<file path="src/rtl/fifo_uart_pkg.sv">
// Shared types and constants for the FIFO-fed UART transmitter.
package fifo_uart_pkg;

  localparam int unsigned DATA_W           = 8;
  localparam int unsigned CLKS_PER_BIT_DEF = 868;

  typedef enum logic [2:0] {
    S_IDLE,
    S_FETCH,
    S_START,
    S_DATA,
    S_PARITY,
    S_STOP
  } state_t;

  // Even parity: the extra bit makes the total count of ones even.
  function automatic logic even_parity(input logic [DATA_W-1:0] d);
    return ^d;
  endfunction

endpackage

</file>
<file path="src/rtl/fifo_uart_tx_if.sv">
// Read-side handshake between the transmitter and its upstream byte FIFO.
interface fifo_uart_tx_if;
  import fifo_uart_pkg::*;

  logic              fifo_empty;
  logic [DATA_W-1:0] fifo_data;
  logic              fifo_rd;

  modport master (input fifo_empty, input fifo_data, output fifo_rd);
  modport slave  (output fifo_empty, output fifo_data, input fifo_rd);

endinterface

</file>
<file path="src/rtl/uart_baud_gen.sv">
// Bit-period counter: bit_tick marks the last clock of each UART bit.
module uart_baud_gen
  import fifo_uart_pkg::*;
#(
  parameter int unsigned CLKS_PER_BIT = CLKS_PER_BIT_DEF
) (
  input  logic clk,
  input  logic rst,
  input  logic clear,
  output logic bit_tick
);

  localparam int unsigned    CNT_W   = (CLKS_PER_BIT > 1) ? $clog2(CLKS_PER_BIT) : 1;
  localparam logic [CNT_W-1:0] CNT_MAX = CNT_W'(CLKS_PER_BIT - 1);

  logic [CNT_W-1:0] cnt;

  // Reload on every bit boundary so no phase error carries into the next bit.
  always_ff @(posedge clk or posedge rst) begin
    if (rst) begin
      cnt <= '0;
    end else if (clear || bit_tick) begin
      cnt <= '0;
    end else begin
      cnt <= cnt + CNT_W'(1);
    end
  end

  assign bit_tick = (cnt == CNT_MAX);

endmodule

</file>
<file path="src/rtl/fifo_uart_tx.sv">
// UART transmitter that pulls one byte per frame from an upstream FIFO
// and serialises it as start / 8 data LSB-first / optional even parity / stop.
module fifo_uart_tx
  import fifo_uart_pkg::*;
#(
  parameter int unsigned CLKS_PER_BIT = CLKS_PER_BIT_DEF,
  parameter int unsigned PARITY_EN    = 0
) (
  input  logic           clk,
  input  logic           rst,
  input  logic           enable,
  fifo_uart_tx_if.master fifo,
  output logic           tx,
  output logic           busy,
  output logic           tx_done
);

  state_t            state;
  logic [DATA_W-1:0] shreg;
  logic [2:0]        bit_idx;
  logic              par_bit;
  logic              rd_armed;
  logic              bit_tick;
  logic              baud_clear;

  // Counter is held at zero until the start bit so every frame starts in phase.
  assign baud_clear = (state == S_IDLE) || (state == S_FETCH);

  uart_baud_gen #(
    .CLKS_PER_BIT(CLKS_PER_BIT)
  ) u_baud (
    .clk      (clk),
    .rst      (rst),
    .clear    (baud_clear),
    .bit_tick (bit_tick)
  );

  // rd_armed blocks a read in the first cycle after reset release.
  assign fifo.fifo_rd = (state == S_IDLE) && rd_armed && enable && !fifo.fifo_empty;
  assign busy         = (state != S_IDLE) || fifo.fifo_rd;
  assign tx_done      = (state == S_STOP) && bit_tick;

  always_ff @(posedge clk or posedge rst) begin
    if (rst) begin
      state    <= S_IDLE;
      tx       <= 1'b1;
      shreg    <= '0;
      bit_idx  <= '0;
      par_bit  <= 1'b0;
      rd_armed <= 1'b0;
    end else begin
      rd_armed <= 1'b1;
      unique case (state)
        S_IDLE: begin
          tx <= 1'b1;
          if (fifo.fifo_rd) begin
            state <= S_FETCH;
          end
        end
        S_FETCH: begin
          shreg   <= fifo.fifo_data;
          par_bit <= even_parity(fifo.fifo_data);
          bit_idx <= '0;
          tx      <= 1'b0;
          state   <= S_START;
        end
        S_START: begin
          if (bit_tick) begin
            tx    <= shreg[0];
            shreg <= {1'b0, shreg[DATA_W-1:1]};
            state <= S_DATA;
          end
        end
        S_DATA: begin
          // tx is loaded one bit ahead from the shift register's LSB.
          if (bit_tick) begin
            bit_idx <= bit_idx + 3'd1;
            if (bit_idx == 3'd7) begin
              if (PARITY_EN != 0) begin
                tx    <= par_bit;
                state <= S_PARITY;
              end else begin
                tx    <= 1'b1;
                state <= S_STOP;
              end
            end else begin
              tx    <= shreg[0];
              shreg <= {1'b0, shreg[DATA_W-1:1]};
            end
          end
        end
        S_PARITY: begin
          if (bit_tick) begin
            tx    <= 1'b1;
            state <= S_STOP;
          end
        end
        S_STOP: begin
          if (bit_tick) begin
            state <= S_IDLE;
          end
        end
        default: begin
          tx    <= 1'b1;
          state <= S_IDLE;
        end
      endcase
    end
  end

endmodule

</file>
<file path="src/flat_wrapper.sv">
// flat-port wrapper written by rule: the top's interface ports become plain ports
module fifo_uart_tx_flat import fifo_uart_pkg::*;
#(
  parameter int unsigned CLKS_PER_BIT = CLKS_PER_BIT_DEF,
  parameter int unsigned PARITY_EN    = 0
)
  (clk, rst, enable, tx, busy, tx_done, fifo_fifo_empty, fifo_fifo_data, fifo_fifo_rd);
  fifo_uart_tx_if fifo_i ();
  input  logic clk;
  input  logic rst;
  input  logic enable;
  output logic tx;
  output logic busy;
  output logic tx_done;
  input wire logic [$bits(fifo_i.fifo_empty)-1:0] fifo_fifo_empty;
  input wire logic [$bits(fifo_i.fifo_data)-1:0] fifo_fifo_data;
  output wire logic [$bits(fifo_i.fifo_rd)-1:0] fifo_fifo_rd;
  assign fifo_i.fifo_empty = fifo_fifo_empty;
  assign fifo_i.fifo_data = fifo_fifo_data;
  assign fifo_fifo_rd = fifo_i.fifo_rd;
  fifo_uart_tx #(.CLKS_PER_BIT(CLKS_PER_BIT), .PARITY_EN(PARITY_EN)) u_core (.clk(clk), .rst(rst), .enable(enable), .fifo(fifo_i), .tx(tx), .busy(busy), .tx_done(tx_done));
endmodule
</file>
<file path="config.mk">
export PLATFORM = sky130hd
export DESIGN_NAME = fifo_uart_tx_flat
export DESIGN_NICKNAME = d
export VERILOG_FILES = /design/src/rtl/fifo_uart_pkg.sv /design/src/rtl/fifo_uart_tx_if.sv /design/src/rtl/uart_baud_gen.sv /design/src/rtl/fifo_uart_tx.sv /design/src/flat_wrapper.sv
export SDC_FILE = /design/constraint.sdc
export NUM_CORES = 1
export LEC_CHECK = 0
export CORE_MARGIN = 2
export CORE_UTILIZATION = 55
export CTS_CLUSTER_SIZE = 10
export DETAILED_ROUTE_END_ITERATION = 10
export PLACE_DENSITY = 0.76
export SLEW_MARGIN = 0
export SYNTH_ARGS = -nofsm -noshare
export SYNTH_HDL_FRONTEND = slang
export SYNTH_HIERARCHICAL = 1
export SYNTH_SLANG_ARGS = --single-unit
</file>
<file path="constraint.sdc">
create_clock -name clk -period 3.3 [get_ports clk]
set_clock_uncertainty 0.15 [all_clocks]
set_input_delay 0.495 -clock clk [delete_from_list [all_inputs] [get_ports clk]]
set_output_delay 0.495 -clock clk [all_outputs]
set_load 0.01 [all_outputs]
</file>
# --- After elaboration in Yosys (flattened, before gate mapping) ---
# Index checks and enable logic that the tools add are counted.
word_totals:
  register_bits: 26
  in_bits: 12
  output_inout_bits: 4
  word_cells: 58
op_classes:
  add_sub_neg: 2
  n_eq_ne: 14
  muxes: 19
  bitwise_logic: 1
  reduce_logical: 16
op_table:
  columns: ["cell", "count"]
  rows:
  - ["2-to-1 mux 8 bit", 3]
  - ["case mux 8 bit (3 select lines)", 1]
  - ["2-to-1 mux 3 bit", 7]
  - ["case mux 3 bit (6 select lines)", 1]
  - ["!= test 2 x 1 -> 1 bit, second input constant", 6]
  - ["adder 10 x 1 -> 10 bit, second input constant", 1]
  - ["== test 10 bit, second input constant", 1]
  - ["2-to-1 mux 10 bit", 1]
  - ["== test 3 bit, second input constant", 3]
  - ["AND reduction 4 bit", 2]
  - ["== test 3 x 2 -> 1 bit, second input constant", 2]
  - ["case mux 3 bit (2 select lines)", 1]
  - ["AND reduction 6 bit", 1]
  - ["nonzero test 3 bit", 2]
  - ["case mux 1 bit (5 select lines)", 1]
  - ["logical AND 1 bit", 4]
  - ["2-to-1 mux 1 bit", 4]
  - ["adder 3 x 1 -> 3 bit, second input constant", 1]
  - ["== test 3 x 1 -> 1 bit, second input constant", 1]
  - ["zero test 3 bit", 1]
  - ["logical OR 1 bit", 3]
  - ["!= test 2 bit, second input constant", 1]
  - ["AND reduction 2 bit", 1]
  - ["nonzero test 2 bit", 1]
  - ["other kinds (2)", 2]

# --- Depth between registers and ports, before layout ---
# Gate-level depths: netlist (run 1).
depth:
  depth_word: 6
  depth_mapped: 8
  ltp_nobuf: 6

# --- Modules after synthesis ---
# Netlist (run 1), hierarchy kept.
by_module_without_submodules:
  columns: ["module", "n_inst", "cells_each", "area_per_inst_um2", "seq_area_each_um2"]
  rows:
  - ["fifo_uart_tx", 1, 81, 885.8, 401.6]
  - ["uart_baud_gen", 1, 57, 569.3, 250.2]

# --- Worst setup path before layout (run 1) ---
# Ideal clock, no wire load.
synth_timing:
  path_kind: "flip-flop to flip-flop"
  from: "register u_core.u_baud.cnt[0]"
  to: "register u_core.shreg[0]"
  setup_ns: 0.123
  arrival_time_ns: 2.028
  required_ns: 3.027
  setup_slack_ns: 0.999
  path_stages_with_launch: 9
  path_buffers: 2
  synth_period_minus_slack_ns: 2.301
  cell_sequence: "dfrtp_1 > ha_1 > nand4bb_4 > nor4_1 > buf_6 > nand2_4 > or3b_1 > buf_6 > o221a_1"
synth_between:
  elab_chain_len: 3
  elab_cells_between_ends: 4
  classes_between: "3 x eq/ne; 1 x reduce/logical"
synth_rtl:
  columns: ["item", "line_no", "source"]
  rows:
  - ["start, declared", "uart_baud_gen.sv:16", "logic [CNT_W-1:0] cnt;"]
  - ["start signal, assigned", "uart_baud_gen.sv:25", "cnt <= cnt + CNT_W'(1);"]
  - ["== test 10 bit (*)", "uart_baud_gen.sv:29", "assign bit_tick = (cnt == CNT_MAX);"]
  - ["via u_core.bit_tick", "fifo_uart_tx.sv:23", "logic bit_tick;"]
  - ["!= test 2 x 1 -> 1 bit (no source line)", null, null]
  - ["AND reduction 4 bit (no source line) (*)", null, null]
  - ["end signal, assigned", "fifo_uart_tx.sv:61", "shreg <= fifo.fifo_data;"]
  - ["end signal, assigned", "fifo_uart_tx.sv:70", "shreg <= {1'b0, shreg[DATA_W-1:1]};"]
  - ["end signal, assigned", "fifo_uart_tx.sv:88", "shreg <= {1'b0, shreg[DATA_W-1:1]};"]
  - ["end, declared", "fifo_uart_tx.sv:19", "logic [DATA_W-1:0] shreg;"]
# The timed path passes the listed nets; every way through them passes the cells marked *.
# A chain may end at the register's enable or synchronous reset.

# --- Worst setup path in the final report (run 1) ---
layout_timing:
  from: "register u_core.u_baud.cnt[0]"
  to: "output tx_done"
layout_between:
  elab_chain_len: 2
layout_rtl:
  columns: ["item", "line_no", "source"]
  rows:
  - ["== test 10 bit", "uart_baud_gen.sv:29", null]
  - ["via u_core.bit_tick", "fifo_uart_tx.sv:23", null]
  - ["logical AND 1 bit", "fifo_uart_tx.sv:41", "assign tx_done = (state == S_STOP) && bit_tick;"]
  - ["end, declared", "flat_wrapper.sv:14", "output logic tx_done;"]
# The timed path passes the listed nets, and every way through them passes these cells.

==> impl_metrics.ini, run 1 <==
[logic_synthesis]
synthArstFlopShare = 1.00
seq_area_frac_synth = 0.448
post-synth-top-count-cell = dfrtp_1
synth_edf_count = 0
synth_top_area_frac = 0.430
syn-num-nets = 153
synth_area_leaders = dfrtp_1 (43%), o221a_1 (5.4%), o32a_1 (4.1%)
syn_inst = 138
syn_avg_cell_area_sq_um = 10.5
ys_warn_count = 6
synth-seq-cells = 26
synthFlopType = dfrtp_1
syn-cell-area_sq_mm = 0.00146
netlist_top_cells_count = dfrtp_1 (25), nor2_1 (14), nand3_1 (8)
yosysTopAreaCell = dfrtp_1
synth_cell_type_count = 42

[global_route]
first_global_vias = 1093
grt.overflow.total = 0
grt_util_all_layers = 0.191
antenna_found_initial = 0
grt_pass1_wl_um = 4740
grt_max_degree = 19

[cts]
hold_buffers = 0
insertion_delay_ns = 0.32
path_clk_slew_ns = 0.15
cts_resized = 0
cts_max_level = 1
postCtsSetupRepairBufs = 0
cts_made_buffers = 3
cts_root_buffer = clkbuf_4
clk_path_buf_depth = 2
cts_sinks = 26
tritoncts = done

[critical_path]
arrival_ns = 2.34
path_class = reg2out
worst-r2r-setup-slack_ns = 0.72
timing.critical_path.buf_inv = 1
path_delay_family = simple AND/OR/NAND/NOR gates
required_ns = 2.65
cp-end-kind = primary output
r2r-start = u_core/u_baud/cnt[0]
r2r_cells = 7
path_cells = ha_1 > nand4bb_4 > nor4_1 > nand2_1 > nor2_1 > clkdlybuf4s50_1
worst_setup_path_start_kind = flop
critPathSlowestCell = clkdlybuf4s50_1
critPathMaxStageDelay_ns = 0.54
worstSetupStartpoint = u_core/u_baud/cnt[0]
path_max_fanout = 6
timing.rr.end = u_core/shreg[5]

[power_and_ir_drop]
p_comb_frac = 0.236
p_seq_frac = 0.539
ir_drop_uv = 483
intPower_w = 0.000659
power_switching_w = 0.000318
powerDensity_mw_per_mm2 = 594
netSwitchingFraction = 0.325
pwr-share-clk = 0.225
p_leak_nw = 0.635

[min_path]
hold_path_class = in2async

[die]
die-width_um = 55.4
start_util = 0.582
core_area_sq_mm = 0.00250
die_h_um = 55.4
io_pins = 16
core.rowCount = 18
dieArea_sq_mm = 0.00307

[sta]
maxSlewViolCount = 0
max_slew_margin = 0.581
setup_tns_ns = 0
finalCritPeriodShare = 0.906
hold_violations = 0
finalCriticalPeriod_ns = 2.99
grt_setup_unrepaired = no
tightest_slew_ns = 0.628
final-setup-viol-count = 0
max_freq_ghz = 0.335

[detailed_routing]
wl_per_cell_um = 15.2
dr.pass1.iters = 4
routed_wl_um = 2730
ant_nets = 0
drc = 0
vias = 1090
vias_per_cell = 6.06
dr.first_iter.drc_count = 18

[cells_and_area]
nFillCells = 200
utilization = 0.657
final_layout_size_suffix_gt1_frac = 0.0933
syn_to_final_growth_pct = 12.9
diodes = 0
nets = 166

[outcome]
status = finished, final reports clean

[place]
dp_hpwl_um = 2030
place_congestion = 0.771
port_buffers = 15

[run]
drv_cap = 0
worst max-delay path by stage:
stage,to,slack (ns),cells past startpoint
2_1_floorplan,u_core/shreg[0],1.0,8
3_3_place_gp,fifo_fifo_rd,0.70,4
3_5_place_dp,fifo_fifo_rd,0.64,4
4_1_cts,tx_done,0.28,6
5_1_grt,tx_done,0.15,6
6_report,tx_done,0.31,6
area by class of cell:
| cell class | instances | area (sq um) | area share |
|---|---|---|---|
| inverters | 6 | 22.5 | 0.0137 |
| clock inverters | 1 | 30.0 | 0.0183 |
| flip-flops and latches | 26 | 652 | 0.397 |
| repair buffers | 16 | 158 | 0.0960 |
| well taps | 30 | 37.5 | 0.0228 |
| multi-input cells | 98 | 721 | 0.439 |
| clock buffers | 3 | 22.5 | 0.0137 |
through the flow:
stage / instance area, sq um / std cells / total power, W / hold slack, ns / worst slack [ns]
after floorplan: 1460 / 138 / 0.000708 / 0.185 / 0.999
after global placement: 1590 / 176 / 0.000744 / 0.344 / 0.703
after detailed placement: 1590 / 176 / 0.000763 / 0.354 / 0.642
after CTS: 1640 / 180 / 0.000982 / 0.291 / 0.278
after global routing: 1640 / 180 / 0.00103 / 0.353 / 0.146
final: 1640 / 180 / 0.000977 / 0.293 / 0.311
routing by layer:
layer	track usage	vias to the layer above	routed length [um]
li1	-	532	-
met1	0.215	551	1160
met2	0.364	5	1520
met3	0.0281	2	49
met4	0.0627	0	10
met5	0	-	0
power by group through the flow:
stage / clock network [W] / logic (W) / registers, W
global placement: 0 / 0.000219 / 0.000525
finish: 0.000220 / 0.000230 / 0.000526
global route: 0.000234 / 0.000255 / 0.000539
CTS: 0.000225 / 0.000233 / 0.000524
detailed placement: 0 / 0.000232 / 0.000532
floorplan: 0 / 0.000235 / 0.000472
state kept, by name, indices dropped and copies added (netlist names):
signal             flops
u_core/bit_idx         3
u_core/rd_armed        1
u_core/shreg           8
u_core/state           3
u_core/tx              1
u_core/u_baud/cnt     10
kinds of logic (layout without fill, tap and decap cells):
logic type,Yosys count,after routing,share of synthesized area
AOI/OAI and AO/OA,34,34,0.209
xor gates and xnor gates,4,4,0.0241
adders and majority gates,3,3,0.0258
buffers and inverters,14,26,0.0567
DFF,26,26,0.448
muxes,1,1,0.00774
other,1,1,0.00258
and+or+nand+nor,55,55,0.226
placed cells by master, fill, tap and decap left out, types with 5 or more instances in the layout:
| cell type | instances |
|---|---|
| inv_1 | 6 |
| nand3_1 | 8 |
| clkdlybuf4s50_1 | 15 |
| dfrtp_1 | 25 |
| or3_1 | 7 |
| o32a_1 | 6 |
| o21ai_0 | 5 |
| o221a_1 | 7 |
| a21oi_1 | 5 |
| nor2_1 | 14 |
(Power assumes the default switching activity.)
==> run 2: changes to the inputs <==
--- a/config.mk
+++ b/config.mk
@@ -5,6 +5,7 @@
 export SDC_FILE = /design/constraint.sdc
 export NUM_CORES = 1
 export LEC_CHECK = 0
+export ABC_AREA = 1
 export CORE_MARGIN = 2
 export CORE_UTILIZATION = 55
 export CTS_CLUSTER_SIZE = 10
==> run 2 against run 1 <==
Compared with the run above: cell count rose by 37%; utilization down 1.7 points; setup slack improved by 0.048 ns; largest cell class unchanged; highest routed layer unchanged; global-route usage rose by 1.1 points; first-iteration DRC count increased by 50%; wire length rose by 4.6%; register-to-register slack better by 0.57 ns; largest power group is now combinational cells; combinational power grew 140%.
==> impl_metrics.ini, run 2 <==
[logic_synthesis]
synthFlopType = dfrtp_1
synth_edf_count = 0
syn_inst = 199
syn-cell-area_sq_mm = 0.00152
seq_area_frac_synth = 0.430
yosysTopAreaCell = dfrtp_1
ys_warn_count = 6
netlist_top_cells_count = nand2_1 (70), dfrtp_1 (25), nor2_1 (22)
synth_top_area_frac = 0.413
synth_area_leaders = dfrtp_1 (41%), nand2_1 (17%), nand3_1 (6.3%)
syn_avg_cell_area_sq_um = 7.62
synth-seq-cells = 26
post-synth-top-count-cell = nand2_1
synth_cell_type_count = 26
synthArstFlopShare = 1.00
syn-num-nets = 214

[sta]
max_freq_ghz = 0.340
finalCritPeriodShare = 0.891
tightest_slew_ns = 0.630
hold_violations = 0
final-setup-viol-count = 0
finalCriticalPeriod_ns = 2.94
setup_tns_ns = 0
max_slew_margin = 0.579
grt_setup_unrepaired = no
maxSlewViolCount = 0

[cts]
postCtsSetupRepairBufs = 0
path_clk_slew_ns = 0.13
clk_path_buf_depth = 2
hold_buffers = 0
cts_made_buffers = 3
cts_sinks = 26
cts_max_level = 1
tritoncts = done
insertion_delay_ns = 0.31
cts_root_buffer = clkbuf_4
cts_resized = 0

[cells_and_area]
diodes = 0
regMostFlops = u_core/u_baud/cnt
final_common_cell = nand2_1
largest_reg_flops = 10
multi_input_area_sq_um = 764
syn_to_final_growth_pct = 13.4
nFillCells = 245
regArea_sq_um = 652
biggestRegsByFlops = u_core/u_baud/cnt: 10 flops, u_core/shreg: 8 flops
nets = 232
final_layout_size_suffix_gt1_frac = 0.116
final_cell_mix = nand2_1 (70), dfrtp_1 (25), nor2_1 (22), nand3_1 (19), inv_1 (16)

[die]
die_h_um = 56.5
die-width_um = 56.5
core.rowCount = 19
io_pins = 16
dieArea_sq_mm = 0.00319
core_area_sq_mm = 0.00269
start_util = 0.565

[global_route]
grt_pass1_wl_um = 5120
grt.overflow.total = 0
grtUsageMet1 = 0.247
grt.met3_usage = 0.0230
first_global_vias = 1226
grt_util_all_layers = 0.203
antenna_found_initial = 0
grt_max_degree = 17
met2_usage = 0.360
grt.busiest_layer = met2

[detailed_routing]
drc = 0
wl_per_cell_um = 11.6
dr.first_iter.drc_count = 27
vias = 1273
routed_wl_um = 2860
ant_nets = 0
dr.pass1.iters = 4
vias_per_cell = 5.15

[critical_path]
arrival_ns = 2.30
r2r-start = u_core/u_baud/cnt[0]
required_ns = 2.65
worst-r2r-setup-slack_ns = 1.29
path_max_fanout = 5
timing.rr.end = u_core/shreg[2]
r2r_cells = 10
worst_setup_path_start_kind = flop
path_class = reg2out
cp-end-kind = primary output

[place]
dp_hpwl_um = 2250
place_congestion = 0.821
port_buffers = 15

[power_and_ir_drop]
p_leak_nw = 0.849
finalPower_w = 0.00119
ir_drop_uv = 572
powerDensity_mw_per_mm2 = 695

[min_path]
hold_path_class = in2async

[run]
drv_cap = 0

[outcome]
status = finished, final reports clean
run 2: cell families (layout without fill, tap and decap cells):
| group | count (synthesis) | after routing | synth area share |
|---|---|---|---|
| other cells | 1 | 1 | 0.00247 |
| xor+xnor | 4 | 4 | 0.0231 |
| simple gates | 135 | 135 | 0.422 |
| flops | 26 | 26 | 0.430 |
| compound gates | 7 | 7 | 0.0247 |
| mux | 1 | 1 | 0.00660 |
| fa+ha+maj | 3 | 3 | 0.0248 |
| buf+inv | 22 | 39 | 0.0660 |
run 2: layout make-up:
cell class | count | share of cell area
well taps | 31 | 0.0226
repair buffers | 15 | 0.0873
clock buffers | 4 | 0.0211
multi-input cells | 151 | 0.445
inverters | 20 | 0.0451
flip-flops and latches | 26 | 0.379
run 2: power by group:
| group | leakage (nW) | internal [W] | switching, W | total [W] |
|---|---|---|---|---|
| Combinational | 0.489 | 0.000194 | 0.000361 | 0.000555 |
| Clock | 0.0210 | 0.0000674 | 0.0000897 | 0.000157 |
| Sequential | 0.339 | 0.000407 | 0.0000753 | 0.000482 |
run 2: worst max path at each step:
| stage | startpoint | end | slack [ns] | depth (start not counted) |
|---|---|---|---|---|
| after floorplan | u_core/u_baud/cnt[0] | tx_done | 1.30 | 7 |
| after global placement | u_core/u_baud/cnt[0] | tx_done | 0.77 | 8 |
| after detailed placement | u_core/u_baud/cnt[0] | tx_done | 0.70 | 8 |
| after CTS | u_core/u_baud/cnt[0] | tx_done | 0.33 | 8 |
| after global routing | u_core/u_baud/cnt[0] | tx_done | 0.13 | 8 |
| final | u_core/u_baud/cnt[0] | tx_done | 0.36 | 8 |
run 2: worst max-delay path: stages (launching register included):
cell and delay [ns]:
dfrtp_1 0.47, ha_1 0.30, nand2_1 0.08, nor2_1 0.09, nand3_1 0.14, inv_1 0.16
inv_1 0.11, nor2_1 0.11, clkdlybuf4s50_1 0.55
run 2: metrics by stage:
step	cells	area (sq um)	utilization	worst slack, ns	hold slack, ns
floorplan	199	1520	-	1.30	0.185
global placement	243	1680	0.626	0.773	0.306
detailed placement	243	1680	0.626	0.698	0.310
CTS	247	1720	0.640	0.333	0.327
global route	247	1720	0.640	0.127	0.360
finish	247	1720	0.640	0.359	0.326
run 2: routing by layer:
| layer | part of all wire | vias up | wire length, um |
|---|---|---|---|
| li1 | - | 655 | - |
| met1 | 0.44 | 600 | 1250 |
| met2 | 0.52 | 14 | 1480 |
| met3 | 0.029 | 4 | 82 |
| met4 | 0.015 | 0 | 42 |
| met5 | 0 | - | 0 |
==> run 3: changes to the inputs <==
--- a/config.mk
+++ b/config.mk
@@ -5,8 +5,7 @@
 export SDC_FILE = /design/constraint.sdc
 export NUM_CORES = 1
 export LEC_CHECK = 0
-export ABC_AREA = 1
-export CORE_MARGIN = 2
+export CORE_MARGIN = 4
 export CORE_UTILIZATION = 55
 export CTS_CLUSTER_SIZE = 10
 export DETAILED_ROUTE_END_ITERATION = 10
==> run 3 against run 2 <==
Compared with the run above: die area up 11%; via count is 14% lower; global-route usage shrank 1.4 points; setup slack lost 0.063 ns; critical path depth decreased by 2; flip-flop and latch count stayed put; critical path type unchanged; highest routed layer unchanged.
==> impl_metrics.ini, run 3 (synthesis gave the netlist of run 1 again) <==
[cts]
hold_buffers = 0
cts_sinks = 26
clk_path_buf_depth = 2
cts_root_buffer = clkbuf_4
postCtsSetupRepairBufs = 0
tritoncts = done
cts_resized = 0
cts_made_buffers = 3
cts_max_level = 1
path_clk_slew_ns = 0.14
insertion_delay_ns = 0.33

[die]
core.rowCount = 18
start_util = 0.582
io_pins = 16
core_area_sq_mm = 0.00250
die_h_um = 59.4
dieArea_sq_mm = 0.00353
die-width_um = 59.4

[critical_path]
cp-end-kind = primary output
worstSetupStartpoint = u_core/u_baud/cnt[0]
path_class = reg2out
arrival_ns = 2.36
path_max_fanout = 6
critPathSlowestCell = clkdlybuf4s50_1
critPathMaxStageDelay_ns = 0.54
worst_setup_path_start_kind = flop
path_cells = ha_1 > nand4bb_4 > nor4_1 > nand2_1 > nor2_1 > clkdlybuf4s50_1
r2r-start = u_core/u_baud/cnt[0]
required_ns = 2.65

[cells_and_area]
diodes = 0
regMostFlops = u_core/u_baud/cnt
biggestRegsByFlops = u_core/u_baud/cnt: 10 flops, u_core/shreg: 8 flops
final_layout_size_suffix_gt1_frac = 0.0933
final_common_cell = dfrtp_1
utilization = 0.651
largest_reg_flops = 10
syn_to_final_growth_pct = 11.8
final_cell_mix = dfrtp_1 (25), clkdlybuf4s50_1 (15), nor2_1 (14), nand3_1 (8)
nets = 166
fin_area_sq_mm = 0.00163

[sta]
tightest_slew_ns = 0.607
final-setup-viol-count = 0
maxSlewViolCount = 0
finalCriticalPeriod_ns = 3.00
finalCritPeriodShare = 0.911
max_slew_margin = 0.595
grt_setup_unrepaired = no
setup_ws_ns = 0.295
hold_violations = 0
setup_tns_ns = 0
max_freq_ghz = 0.333

[detailed_routing]
vias = 1097
vias_per_cell = 6.09
routed_wl_um = 2880
dr.pass1.iters = 5
drc = 0
ant_nets = 0
dr.first_iter.drc_count = 39
wl_per_cell_um = 16.0

[place]
post-place-ws_ns = 0.668
dp_hpwl_um = 2180
port_buffers = 15
place_congestion = 0.839
placed_area_sq_mm = 0.00159

[global_route]
antenna_found_initial = 0
grt_max_degree = 19
grt_pass1_wl_um = 5060
grt_util_all_layers = 0.189
first_global_vias = 1186
grt.overflow.total = 0

[run]
drv_cap = 0

[outcome]
status = finished, final reports clean

[power_and_ir_drop]
powerDensity_mw_per_mm2 = 565
ir_drop_uv = 427
p_leak_nw = 0.628

[min_path]
hold_path_class = in2async
## run 3: worst max-delay path: cells and delay by family, from the launching register on
| kind | cells | cell delay (ns) |
|---|---|---|
| DFF | 1 | 0.45 |
| and+or+nand+nor | 4 | 0.71 |
| buffers and inverters | 1 | 0.54 |
| adders and majority gates | 1 | 0.32 |
## run 3: area by class of cell
| class | instances | area (sq um) |
|---|---|---|
| Multi-Input combinational cell | 98 | 721 |
| Sequential cell | 26 | 652 |
| Fill cell | 179 | 873 |
| Clock buffer | 4 | 36.3 |
| Inverter | 6 | 22.5 |
| Timing Repair Buffer | 16 | 158 |
| Tap cell | 30 | 37.5 |
## run 3: layer usage
| layer | GRT usage | routed length [um] |
|---|---|---|
| met1 | 0.209 | 1210 |
| met2 | 0.348 | 1530 |
| met3 | 0.0240 | 80 |
| met4 | 0.0939 | 61 |
| met5 | 0 | 0 |
## run 3: through the flow
| step | std cells | power, W | hold slack [ns] |
|---|---|---|---|
| 3_5_place_dp | 176 | 0.000764 | 0.372 |
| 5_1_grt | 180 | 0.000988 | 0.314 |
| 6_report | 180 | 0.000919 | 0.296 |
| 3_3_place_gp | 176 | 0.000744 | 0.346 |
| 4_1_cts | 180 | 0.000925 | 0.296 |
| 2_1_floorplan | 138 | 0.000708 | 0.185 |
## run 3: final timing paths
path / end / slack (ns) / cells past startpoint
worst max-delay path: tx_done / 0.30 / 6
worst min-delay path: u_core/u_baud/cnt[5] / 0.30 / 2
worst max register to register: u_core/shreg[5] / 0.73 / 7
worst min register to register: u_core/u_baud/cnt[0] / 0.39 / 1
max in group asynchronous: u_core/state[2] / 2.21 / 2
min in group clk: u_core/u_baud/cnt[0] / 0.39 / 1
## run 3: report_power, final
part           total [W]  leakage (nW)  internal (W)  switching [W]
combinational   0.000229         0.294      0.000133      0.0000962
clock           0.000162        0.0210     0.0000676      0.0000939
sequential      0.000529         0.313      0.000403       0.000126
total           0.000919         0.628      0.000604       0.000316
